[config.mk]
export PLATFORM = sky130hd
export DESIGN_NAME = axi4_wr_arbiter_flat
export DESIGN_NICKNAME = d
export VERILOG_FILES = /design/src/rtl/axi4_wr_arbiter_if.sv /design/src/rtl/axi4_wr_arbiter.sv /design/src/flat_wrapper.sv
export SDC_FILE = /design/constraint.sdc
export NUM_CORES = 1
export LEC_CHECK = 0
export ABC_AREA = 1
export CAP_MARGIN = 20
export CORE_AREA = 2 2 88 90
export DETAILED_ROUTE_END_ITERATION = 7
export DIE_AREA = 0 0 90 92
export PLACE_DENSITY = 0.71
export SLEW_MARGIN = 30
export SYNTH_ARGS = -nofsm -noshare
export SYNTH_HDL_FRONTEND = slang
export SYNTH_SLANG_ARGS = --single-unit
[constraint.sdc]
create_clock -name aclk -period 2.2 [get_ports aclk]
set_clock_uncertainty 0.05 [all_clocks]
set_input_delay 0.33 -clock aclk [delete_from_list [all_inputs] [get_ports aclk]]
set_output_delay 0.33 -clock aclk [all_outputs]
set_load 0.05 [all_outputs]
[src/rtl/axi4_wr_arbiter_if.sv]
// Signal bundle between upstream masters, the write arbiter and the downstream slave.
// Upstream s_* vectors are flattened: master i occupies slice i.
interface axi4_wr_arbiter_if #(
  parameter int unsigned NUM_MASTERS = 2,
  parameter int unsigned DATA_BYTES  = 4,
  parameter int unsigned ADDR_BYTES  = 1,
  parameter int unsigned NUM_ID_BITS = 4
);
  localparam int unsigned DW = DATA_BYTES * 8;
  localparam int unsigned AW = ADDR_BYTES * 8;
  localparam int unsigned IW = NUM_ID_BITS;
  localparam int unsigned SW = DATA_BYTES;

  logic [NUM_MASTERS-1:0]      s_awvalid;
  logic [NUM_MASTERS-1:0]      s_awready;
  logic [NUM_MASTERS*AW-1:0]   s_awaddr;
  logic [NUM_MASTERS*8-1:0]    s_awlen;
  logic [NUM_MASTERS*3-1:0]    s_awsize;
  logic [NUM_MASTERS*2-1:0]    s_awburst;
  logic [NUM_MASTERS*IW-1:0]   s_awid;
  logic [NUM_MASTERS-1:0]      s_wvalid;
  logic [NUM_MASTERS-1:0]      s_wready;
  logic [NUM_MASTERS*DW-1:0]   s_wdata;
  logic [NUM_MASTERS*SW-1:0]   s_wstrb;
  logic [NUM_MASTERS-1:0]      s_wlast;
  logic [NUM_MASTERS-1:0]      s_bvalid;
  logic [NUM_MASTERS-1:0]      s_bready;
  logic [NUM_MASTERS*2-1:0]    s_bresp;
  logic [NUM_MASTERS*IW-1:0]   s_bid;

  logic          m_awvalid;
  logic          m_awready;
  logic [AW-1:0] m_awaddr;
  logic [7:0]    m_awlen;
  logic [2:0]    m_awsize;
  logic [1:0]    m_awburst;
  logic [IW-1:0] m_awid;
  logic          m_wvalid;
  logic          m_wready;
  logic [DW-1:0] m_wdata;
  logic [SW-1:0] m_wstrb;
  logic          m_wlast;
  logic          m_bvalid;
  logic          m_bready;
  logic [1:0]    m_bresp;
  logic [IW-1:0] m_bid;

  // Arbiter view: owns the downstream bus, answers the upstream handshakes.
  modport master (
    input  s_awvalid, s_awaddr, s_awlen, s_awsize, s_awburst, s_awid,
    input  s_wvalid, s_wdata, s_wstrb, s_wlast, s_bready,
    output s_awready, s_wready, s_bvalid, s_bresp, s_bid,
    output m_awvalid, m_awaddr, m_awlen, m_awsize, m_awburst, m_awid,
    output m_wvalid, m_wdata, m_wstrb, m_wlast, m_bready,
    input  m_awready, m_wready, m_bvalid, m_bresp, m_bid
  );

  // Environment view: upstream masters plus downstream slave.
  modport slave (
    output s_awvalid, s_awaddr, s_awlen, s_awsize, s_awburst, s_awid,
    output s_wvalid, s_wdata, s_wstrb, s_wlast, s_bready,
    input  s_awready, s_wready, s_bvalid, s_bresp, s_bid,
    input  m_awvalid, m_awaddr, m_awlen, m_awsize, m_awburst, m_awid,
    input  m_wvalid, m_wdata, m_wstrb, m_wlast, m_bready,
    output m_awready, m_wready, m_bvalid, m_bresp, m_bid
  );
endinterface

[src/rtl/axi4_wr_arbiter.sv]
// AXI4 write-channel arbiter: one whole AW/W/B transaction per grant, round-robin by default.
// Define AXI4_WR_ARB_FIXED_PRIO_EN for fixed priority (lowest index wins).
module axi4_wr_arbiter #(
  parameter int unsigned NUM_MASTERS = 2,
  parameter int unsigned DATA_BYTES  = 4,
  parameter int unsigned ADDR_BYTES  = 1,
  parameter int unsigned NUM_ID_BITS = 4
) (
  input  logic                           aclk,
  input  logic                           aresetn,
  axi4_wr_arbiter_if.master              bus,
  output logic [$clog2(NUM_MASTERS)-1:0] grant,
  output logic                           busy
);
  localparam int unsigned GW = $clog2(NUM_MASTERS);
  localparam int unsigned DW = DATA_BYTES * 8;
  localparam int unsigned AW = ADDR_BYTES * 8;
  localparam int unsigned IW = NUM_ID_BITS;
  localparam int unsigned SW = DATA_BYTES;

  typedef enum logic [1:0] {IDLE, ADDR, DATA, RESP} state_e;

  state_e        state_q, state_d;
  logic [GW-1:0] grant_q, grant_d;
  logic [GW-1:0] rr_ptr_q, rr_ptr_d;
  logic [GW-1:0] win;
  logic [GW-1:0] next_ptr;
  logic          found;
  int unsigned   idx;

  logic [AW-1:0] awaddr_a  [NUM_MASTERS];
  logic [7:0]    awlen_a   [NUM_MASTERS];
  logic [2:0]    awsize_a  [NUM_MASTERS];
  logic [1:0]    awburst_a [NUM_MASTERS];
  logic [IW-1:0] awid_a    [NUM_MASTERS];
  logic [DW-1:0] wdata_a   [NUM_MASTERS];
  logic [SW-1:0] wstrb_a   [NUM_MASTERS];

  // Per-slice unpacking of requests and gating of the upstream replies to the owner only.
  for (genvar i = 0; i < NUM_MASTERS; i++) begin : g_slice
    localparam logic [GW-1:0] IDX = GW'(i);
    logic sel;
    assign sel          = (grant_q == IDX);
    assign awaddr_a[i]  = bus.s_awaddr[i*AW +: AW];
    assign awlen_a[i]   = bus.s_awlen[i*8 +: 8];
    assign awsize_a[i]  = bus.s_awsize[i*3 +: 3];
    assign awburst_a[i] = bus.s_awburst[i*2 +: 2];
    assign awid_a[i]    = bus.s_awid[i*IW +: IW];
    assign wdata_a[i]   = bus.s_wdata[i*DW +: DW];
    assign wstrb_a[i]   = bus.s_wstrb[i*SW +: SW];

    assign bus.s_awready[i]          = sel && (state_q == ADDR) && bus.m_awready;
    assign bus.s_wready[i]           = sel && (state_q == DATA) && bus.m_wready;
    assign bus.s_bvalid[i]           = sel && (state_q == RESP) && bus.m_bvalid;
    assign bus.s_bresp[i*2 +: 2]     = sel ? bus.m_bresp : 2'b00;
    assign bus.s_bid[i*IW +: IW]     = sel ? bus.m_bid : '0;
  end

  // Search for the first requester starting at rr_ptr, wrapping at NUM_MASTERS.
  always_comb begin
    found = 1'b0;
    win   = '0;
    idx   = '0;
    for (int unsigned i = 0; i < NUM_MASTERS; i++) begin
      idx = 32'(rr_ptr_q) + i;
      if (idx >= NUM_MASTERS) idx = idx - NUM_MASTERS;
      if (!found && bus.s_awvalid[GW'(idx)]) begin
        found = 1'b1;
        win   = GW'(idx);
      end
    end
  end

`ifdef AXI4_WR_ARB_FIXED_PRIO_EN
  assign next_ptr = '0;
`else
  assign next_ptr = (grant_q == GW'(NUM_MASTERS - 1)) ? '0 : grant_q + GW'(1);
`endif

  // Next state and downstream passthroughs of the registered owner.
  always_comb begin
    state_d       = state_q;
    grant_d       = grant_q;
    rr_ptr_d      = rr_ptr_q;
    bus.m_awvalid = 1'b0;
    bus.m_wvalid  = 1'b0;
    bus.m_bready  = 1'b0;
    bus.m_awaddr  = awaddr_a[grant_q];
    bus.m_awlen   = awlen_a[grant_q];
    bus.m_awsize  = awsize_a[grant_q];
    bus.m_awburst = awburst_a[grant_q];
    bus.m_awid    = awid_a[grant_q];
    bus.m_wdata   = wdata_a[grant_q];
    bus.m_wstrb   = wstrb_a[grant_q];
    bus.m_wlast   = bus.s_wlast[grant_q];

    case (state_q)
      IDLE: begin
        if (found) begin
          grant_d = win;
          state_d = ADDR;
        end
      end
      ADDR: begin
        bus.m_awvalid = bus.s_awvalid[grant_q];
        if (bus.m_awvalid && bus.m_awready) state_d = DATA;
      end
      DATA: begin
        bus.m_wvalid = bus.s_wvalid[grant_q];
        if (bus.m_wvalid && bus.m_wready && bus.m_wlast) state_d = RESP;
      end
      RESP: begin
        bus.m_bready = bus.s_bready[grant_q];
        if (bus.m_bvalid && bus.m_bready) begin
          rr_ptr_d = next_ptr;
          state_d  = IDLE;
        end
      end
      default: state_d = IDLE;
    endcase
  end

  always_ff @(posedge aclk or negedge aresetn) begin
    if (!aresetn) begin
      state_q  <= IDLE;
      grant_q  <= '0;
      rr_ptr_q <= '0;
    end else begin
      state_q  <= state_d;
      grant_q  <= grant_d;
      rr_ptr_q <= rr_ptr_d;
    end
  end

  assign grant = grant_q;
  assign busy  = (state_q != IDLE);
endmodule

[src/flat_wrapper.sv]
// flat-port wrapper written by rule: the top's interface ports become plain ports
module axi4_wr_arbiter_flat 
#(
  parameter int unsigned NUM_MASTERS = 2,
  parameter int unsigned DATA_BYTES  = 4,
  parameter int unsigned ADDR_BYTES  = 1,
  parameter int unsigned NUM_ID_BITS = 4
)
  (aclk, aresetn, grant, busy, bus_s_awvalid, bus_s_awaddr, bus_s_awlen, bus_s_awsize, bus_s_awburst, bus_s_awid, bus_s_wvalid, bus_s_wdata, bus_s_wstrb, bus_s_wlast, bus_s_bready, bus_s_awready, bus_s_wready, bus_s_bvalid, bus_s_bresp, bus_s_bid, bus_m_awvalid, bus_m_awaddr, bus_m_awlen, bus_m_awsize, bus_m_awburst, bus_m_awid, bus_m_wvalid, bus_m_wdata, bus_m_wstrb, bus_m_wlast, bus_m_bready, bus_m_awready, bus_m_wready, bus_m_bvalid, bus_m_bresp, bus_m_bid);
  axi4_wr_arbiter_if #(.NUM_MASTERS(NUM_MASTERS), .DATA_BYTES(DATA_BYTES), .ADDR_BYTES(ADDR_BYTES), .NUM_ID_BITS(NUM_ID_BITS)) bus_i ();
  input  logic aclk;
  input  logic aresetn;
  output logic [$clog2(NUM_MASTERS)-1:0] grant;
  output logic busy;
  input wire logic [$bits(bus_i.s_awvalid)-1:0] bus_s_awvalid;
  input wire logic [$bits(bus_i.s_awaddr)-1:0] bus_s_awaddr;
  input wire logic [$bits(bus_i.s_awlen)-1:0] bus_s_awlen;
  input wire logic [$bits(bus_i.s_awsize)-1:0] bus_s_awsize;
  input wire logic [$bits(bus_i.s_awburst)-1:0] bus_s_awburst;
  input wire logic [$bits(bus_i.s_awid)-1:0] bus_s_awid;
  input wire logic [$bits(bus_i.s_wvalid)-1:0] bus_s_wvalid;
  input wire logic [$bits(bus_i.s_wdata)-1:0] bus_s_wdata;
  input wire logic [$bits(bus_i.s_wstrb)-1:0] bus_s_wstrb;
  input wire logic [$bits(bus_i.s_wlast)-1:0] bus_s_wlast;
  input wire logic [$bits(bus_i.s_bready)-1:0] bus_s_bready;
  output wire logic [$bits(bus_i.s_awready)-1:0] bus_s_awready;
  output wire logic [$bits(bus_i.s_wready)-1:0] bus_s_wready;
  output wire logic [$bits(bus_i.s_bvalid)-1:0] bus_s_bvalid;
  output wire logic [$bits(bus_i.s_bresp)-1:0] bus_s_bresp;
  output wire logic [$bits(bus_i.s_bid)-1:0] bus_s_bid;
  output wire logic [$bits(bus_i.m_awvalid)-1:0] bus_m_awvalid;
  output wire logic [$bits(bus_i.m_awaddr)-1:0] bus_m_awaddr;
  output wire logic [$bits(bus_i.m_awlen)-1:0] bus_m_awlen;
  output wire logic [$bits(bus_i.m_awsize)-1:0] bus_m_awsize;
  output wire logic [$bits(bus_i.m_awburst)-1:0] bus_m_awburst;
  output wire logic [$bits(bus_i.m_awid)-1:0] bus_m_awid;
  output wire logic [$bits(bus_i.m_wvalid)-1:0] bus_m_wvalid;
  output wire logic [$bits(bus_i.m_wdata)-1:0] bus_m_wdata;
  output wire logic [$bits(bus_i.m_wstrb)-1:0] bus_m_wstrb;
  output wire logic [$bits(bus_i.m_wlast)-1:0] bus_m_wlast;
  output wire logic [$bits(bus_i.m_bready)-1:0] bus_m_bready;
  input wire logic [$bits(bus_i.m_awready)-1:0] bus_m_awready;
  input wire logic [$bits(bus_i.m_wready)-1:0] bus_m_wready;
  input wire logic [$bits(bus_i.m_bvalid)-1:0] bus_m_bvalid;
  input wire logic [$bits(bus_i.m_bresp)-1:0] bus_m_bresp;
  input wire logic [$bits(bus_i.m_bid)-1:0] bus_m_bid;
  assign bus_i.s_awvalid = bus_s_awvalid;
  assign bus_i.s_awaddr = bus_s_awaddr;
  assign bus_i.s_awlen = bus_s_awlen;
  assign bus_i.s_awsize = bus_s_awsize;
  assign bus_i.s_awburst = bus_s_awburst;
  assign bus_i.s_awid = bus_s_awid;
  assign bus_i.s_wvalid = bus_s_wvalid;
  assign bus_i.s_wdata = bus_s_wdata;
  assign bus_i.s_wstrb = bus_s_wstrb;
  assign bus_i.s_wlast = bus_s_wlast;
  assign bus_i.s_bready = bus_s_bready;
  assign bus_s_awready = bus_i.s_awready;
  assign bus_s_wready = bus_i.s_wready;
  assign bus_s_bvalid = bus_i.s_bvalid;
  assign bus_s_bresp = bus_i.s_bresp;
  assign bus_s_bid = bus_i.s_bid;
  assign bus_m_awvalid = bus_i.m_awvalid;
  assign bus_m_awaddr = bus_i.m_awaddr;
  assign bus_m_awlen = bus_i.m_awlen;
  assign bus_m_awsize = bus_i.m_awsize;
  assign bus_m_awburst = bus_i.m_awburst;
  assign bus_m_awid = bus_i.m_awid;
  assign bus_m_wvalid = bus_i.m_wvalid;
  assign bus_m_wdata = bus_i.m_wdata;
  assign bus_m_wstrb = bus_i.m_wstrb;
  assign bus_m_wlast = bus_i.m_wlast;
  assign bus_m_bready = bus_i.m_bready;
  assign bus_i.m_awready = bus_m_awready;
  assign bus_i.m_wready = bus_m_wready;
  assign bus_i.m_bvalid = bus_m_bvalid;
  assign bus_i.m_bresp = bus_m_bresp;
  assign bus_i.m_bid = bus_m_bid;
  axi4_wr_arbiter #(.NUM_MASTERS(NUM_MASTERS), .DATA_BYTES(DATA_BYTES), .ADDR_BYTES(ADDR_BYTES), .NUM_ID_BITS(NUM_ID_BITS)) u_core (.aclk(aclk), .aresetn(aresetn), .bus(bus_i), .grant(grant), .busy(busy));
endmodule
; ---- Yosys cells after proc, flatten, opt, wreduce, memory -nomap -nowiden
; Cells that the tools add are included.
[totals]
ff_bits = 4
out_inout_bits = 85
input_bits = 141
elab_cells = 97
[op_classes]
n_mux = 52
add_sub_neg = 4
reduce_logical = 23
n_bitwise = 2
n_eq_ne = 7
order_cmp = 6
[op_table]
columns = op, count
row1 = two-way mux 32 bit, 3
row2 = two-way mux 8 bit, 6
row3 = two-way mux 4 bit, 8
row4 = two-way mux 1 bit, 22
row5 = two-way mux 2 bit, 9
row6 = logical AND 1 bit, 17
row7 = two-way mux 3 bit, 3
row8 = case mux 2 bit (4 select lines), 1
row9 = less-than comparator 1 x 2 -> 1 bit (second input constant), 3
row10 = != test 2 bit (second input constant), 3
row11 = equality test 2 bit (second input constant), 2
row12 = greater-or-equal comparator 2 bit (second input constant), 2
row13 = AND reduction 2 bit, 2
row14 = AND reduction 4 bit, 1
row15 = adder 1 x 1 -> 2 bit (second input constant), 1
row16 = equality test 2 x 1 -> 1 bit (second input constant), 1
row17 = greater-or-equal comparator 1 x 2 -> 1 bit (second input constant), 1
row18 = zero test 2 bit, 1
row19 = != test 2 x 1 -> 1 bit (second input constant), 1
row20 = NOT 1 -> 2 bit, 1
row21 = nonzero test 2 bit, 1
row22 = subtractor 1 bit (second input constant), 2
row23 = adder 1 bit (second input constant), 1
row24 = zero test 1 bit, 1
row25 = NOT 1 bit, 1

; ---- Depth between registers and ports, before layout
[logic_depth]
ltp_word = 10
ltp_mapped = 9
depth_no_buf = 8

; ---- Worst setup path before layout
; Ideal clock, no wire load.
[synth_timing]
path_kind = register to output
start = register u_core.grant_q (netlist: u_core.grant)
end = output port bus_s_wready[1]
required_time_ns = 1.820
path_buffers = 2
setup_slack_ns = -0.294
t_arrival_ns = 2.114
stages_incl_launch_ff = 5
cell_sequence = dfrtp_1 > buf_6 > inv_6 > buf_4 > nor3_1
[synth_via]
elab_chain_cells = 2
[synth_lines]
columns = element, line_no
row1 = from (decl), axi4_wr_arbiter.sv:24  ; logic [GW-1:0] grant_q, grant_d;
row2 = from (signal assigned), axi4_wr_arbiter.sv:130  ; grant_q <= grant_d;
row3 = logical AND 1 bit (2 in a row), axi4_wr_arbiter.sv:53  ; assign bus.s_wready[i] = sel && (state_q == DATA) && bus.m_wready;
row4 = to (decl), flat_wrapper.sv:27  ; output wire logic [$bits(bus_i.s_wready)-1:0] bus_s_wready;
; No other way between the ends.

; ---- Worst setup path in the final report
[layout_timing]
start = register u_core.grant_q (netlist: u_core.grant)
end = output port bus_m_wvalid
[layout_via]
elab_chain_cells = 3
[layout_lines]
columns = element, line_no
row1 = two-way mux 1 bit (not written as such) (2 in a row), axi4_wr_arbiter.sv:109  ; bus.m_wvalid = bus.s_wvalid[grant_q];
row2 = two-way mux 1 bit, axi4_wr_arbiter.sv:97  ; case (state_q)
row3 = to (decl), flat_wrapper.sv:37  ; output wire logic [$bits(bus_i.m_wvalid)-1:0] bus_m_wvalid;
; No other way between the ends. The select of a mux whose other input is x is not followed.

==> impl_metrics.env <==
export IMPL_status="finished, final reports clean"
export IMPL_p_per_area_nw_per_um2=1310
export IMPL_critical_path_max_fanout=60
export IMPL_cts_hold_buffers=0
export IMPL_grt_util_all_layers=0.182
export IMPL_vias_per_cell=4.11
export IMPL_cp_slowest_cell="dfrtp_2"
export IMPL_cts_sinks=4
export IMPL_first_pass_iters=5
export IMPL_grt_max_degree=83
export IMPL_n_antenna_cell=0
export IMPL_drv_slew=0
export IMPL_placed_area_um2=4450
export IMPL_period_needed_ns=1.99
export IMPL_cp_startpoint="u_core.grant"
export IMPL_crit_chain="inv_6 -> nand2_1 -> a21oi_1 -> buf_12"
export IMPL_cts_root_buf="clkbuf_8"
export IMPL_cts_setup_buffers=0
export IMPL_grt_pass1_wl_um=12400
export IMPL_synth_cells=287
export IMPL_worst_slew_pin_slew_ns=0.455
export IMPL_initial_utilization=0.173
export IMPL_h_tree_depth=1
export IMPL_required_ns=1.82
export IMPL_r2r_cells=8
export IMPL_coreArea_um2=7450
export IMPL_num_vias=2480
export IMPL_synth_seq_cells=4
export IMPL_finalSetupViolCount=0
export IMPL_wire_per_inst_um=13.4
export IMPL_cts_clk_slew_worst_paths_ns=0.03
export IMPL_peakVddDrop_mv=0.979
export IMPL_syn_area_um2=1290
export IMPL_ios=226
export IMPL_drt_wl_total_um=8120
export IMPL_cts_buffers=3
export IMPL_die_h_um=92
export IMPL_fillers=653
export IMPL_rows=32
export IMPL_stdcell_area_um2=4500
export IMPL_gp_congestion=0.759
export IMPL_start_kind="flip-flop"
export IMPL_utilization=0.604
export IMPL_cts_resized=0
export IMPL_post_route_period_util=0.907
export IMPL_synth_distinct_cells=18
export IMPL_synth_fp_nets=432
export IMPL_area_delta_synth_final_pct=248
export IMPL_synth_avg_cell_area_um2=4.50
export IMPL_r2r_start="u_core.grant"
export IMPL_hpwl_um=6800
export IMPL_antenna_found_initial=0
export IMPL_power_leakage_nw=2.22
export IMPL_r2r_end="u_core.state_q[0]"
export IMPL_slowest_delay_ns=0.44
export IMPL_endpoint_kind="primary output"
export IMPL_dr_wl_met2_um=4570
export IMPL_timing_fmax_mhz=501
export IMPL_synth_seq_area_share=0.0775
export IMPL_min_path_type="primary input to asynchronous set/reset pin"
export IMPL_fin_ws_ns=0.205
export IMPL_drc=0
export IMPL_clk_path_buf_depth=2
export IMPL_cap_violations=0
export IMPL_postRouteAntennaNets=0
export IMPL_r2r_setup_slack_ns=0.59
export IMPL_port_buffers=225
export IMPL_grt_overflow_total=0
export IMPL_post_place_ws_ns=0.412
export IMPL_nNetsFinal=648
export IMPL_die_w_um=90
export IMPL_dr_first_iter_drc_count=51
export IMPL_routed_wl_met3_um=604
export IMPL_slew_headroom=0.697
export IMPL_rsz0062_at_grt="false"
export IMPL_routed_top_layer="met4"
export IMPL_clock_latency_ns=0.22
export IMPL_grt_pass1_vias=2465
export IMPL_cts_tree="built"
export IMPL_drive_gt1_frac=0.199
export IMPL_cp_endpoint="bus_m_wvalid"
export IMPL_dieArea_um2=8280
export IMPL_wl_met1_um=2890
export IMPL_hold_violations=0
export IMPL_cp_arrival_ns=1.61
export IMPL_ys_warn_count=0
export IMPL_crit_type="flip-flop to primary output"
==> flip-flops by register name, indices dropped and copies added, names as in the netlist <==
signal / count
u_core.state_q: 2
u_core.grant: 1
u_core.rr_ptr_q: 1
==> critical path: cells and delay by family, from the launching register on <==
family / cells / cell delay, ns
buf+inv: 2 / 0.52
compound gates: 1 / 0.30
flops: 1 / 0.44
simple gates: 1 / 0.13
==> worst min path at each step <==
| stage | cells after the start | from | slack (ns) | end |
|---|---|---|---|---|
| 4_1_cts | 1 | aresetn | 0.27 | u_core.rr_ptr_q |
| 3_3_place_gp | 2 | u_core.state_q[1] | 0.46 | u_core.state_q[1] |
| 6_report | 1 | aresetn | 0.27 | u_core.rr_ptr_q |
| 5_1_grt | 1 | aresetn | 0.28 | u_core.rr_ptr_q |
| 3_5_place_dp | 2 | u_core.rr_ptr_q | 0.46 | u_core.rr_ptr_q |
| 2_1_floorplan | 0 | aresetn | -0.02 | u_core.grant |
==> power by group <==
part / internal [mW] / leakage, nW / total (mW) / switching, mW
clock: 0.124 / 0.0228 / 0.168 / 0.0433
sequential: 0.113 / 0.0482 / 0.155 / 0.0416
combinational: 2.42 / 2.15 / 5.58 / 3.16
==> cell type report <==
type | count | area (um^2) | share of cell area
flip-flops and latches | 4 | 101 | 0.0225
clock buffers | 4 | 45.0 | 0.0100
well taps | 102 | 128 | 0.0284
multi-input cells | 243 | 1010 | 0.225
inverters | 24 | 95.1 | 0.0211
repair buffers | 227 | 3120 | 0.693
==> cell usage in the layout (no fill, tap or decap) <==
cell	Yosys	final
nand2_1	211	211
clkdlybuf4s50_1	0	140
buf_12	0	85
inv_1	23	23
nor2_1	9	8
o21ai_0	4	4
ha_1	4	4
nor3_1	5	3
clkbuf_8	0	3
dfrtp_1	4	3
nand2_2	2	2
nor3_2	0	2
a21oi_1	2	2
nand3_2	2	2
nand4_1	2	2
buf_4	7	2
inv_6	1	1
nor2_2	0	1
a21oi_4	1	1
nand3_1	1	1
clkbuf_1	4	1
dfrtp_2	0	1
==> per-stage QoR <==
stage	cells	total power, mW	TNS [ns]	hold WS [ns]
final	604	5.90	0	0.266
after global routing	604	6.13	0	0.285
after CTS	604	5.94	0	0.272
after detailed placement	600	5.77	0	0.458
after global placement	600	5.68	0	0.456
after floorplan	287	2.98	-0.427	-0.0156
==> synth_stat cells <==
library cell  instances  area share
nand2_1             211        0.61
inv_1                23       0.067
nor2_1                9       0.026
buf_4                 7       0.041
nor3_1                5       0.019
buf_2                 4       0.016
clkbuf_1              4       0.012
dfrtp_1               4       0.078
ha_1                  4       0.039
o21ai_0               4       0.016
a21oi_1               2      0.0078
nand2_2               2      0.0097
nand3_2               2       0.016
nand4_1               2      0.0097
a21oi_4               1       0.013
buf_6                 1      0.0087
inv_6                 1      0.0068
nand3_1               1      0.0039
==> routing by layer <==
layer  vias to the layer above  track usage
li1                       1275            -
met1                      1086        0.187
met2                       111        0.377
met3                         8       0.0419
met4                         0       0.0244
met5                         -            0
==> cell families (layout without fill, tap and decap cells) <==
logic type	after synthesis	after routing	synth area share
AO/OA/AOI/OAI	7	7	0.0359
flip-flops	4	4	0.0775
buffers and inverters	40	255	0.150
adder cells (fa/ha/maj)	4	4	0.0388
AND/OR/NAND/NOR	232	232	0.698
Power figures use the tool's default switching activity.
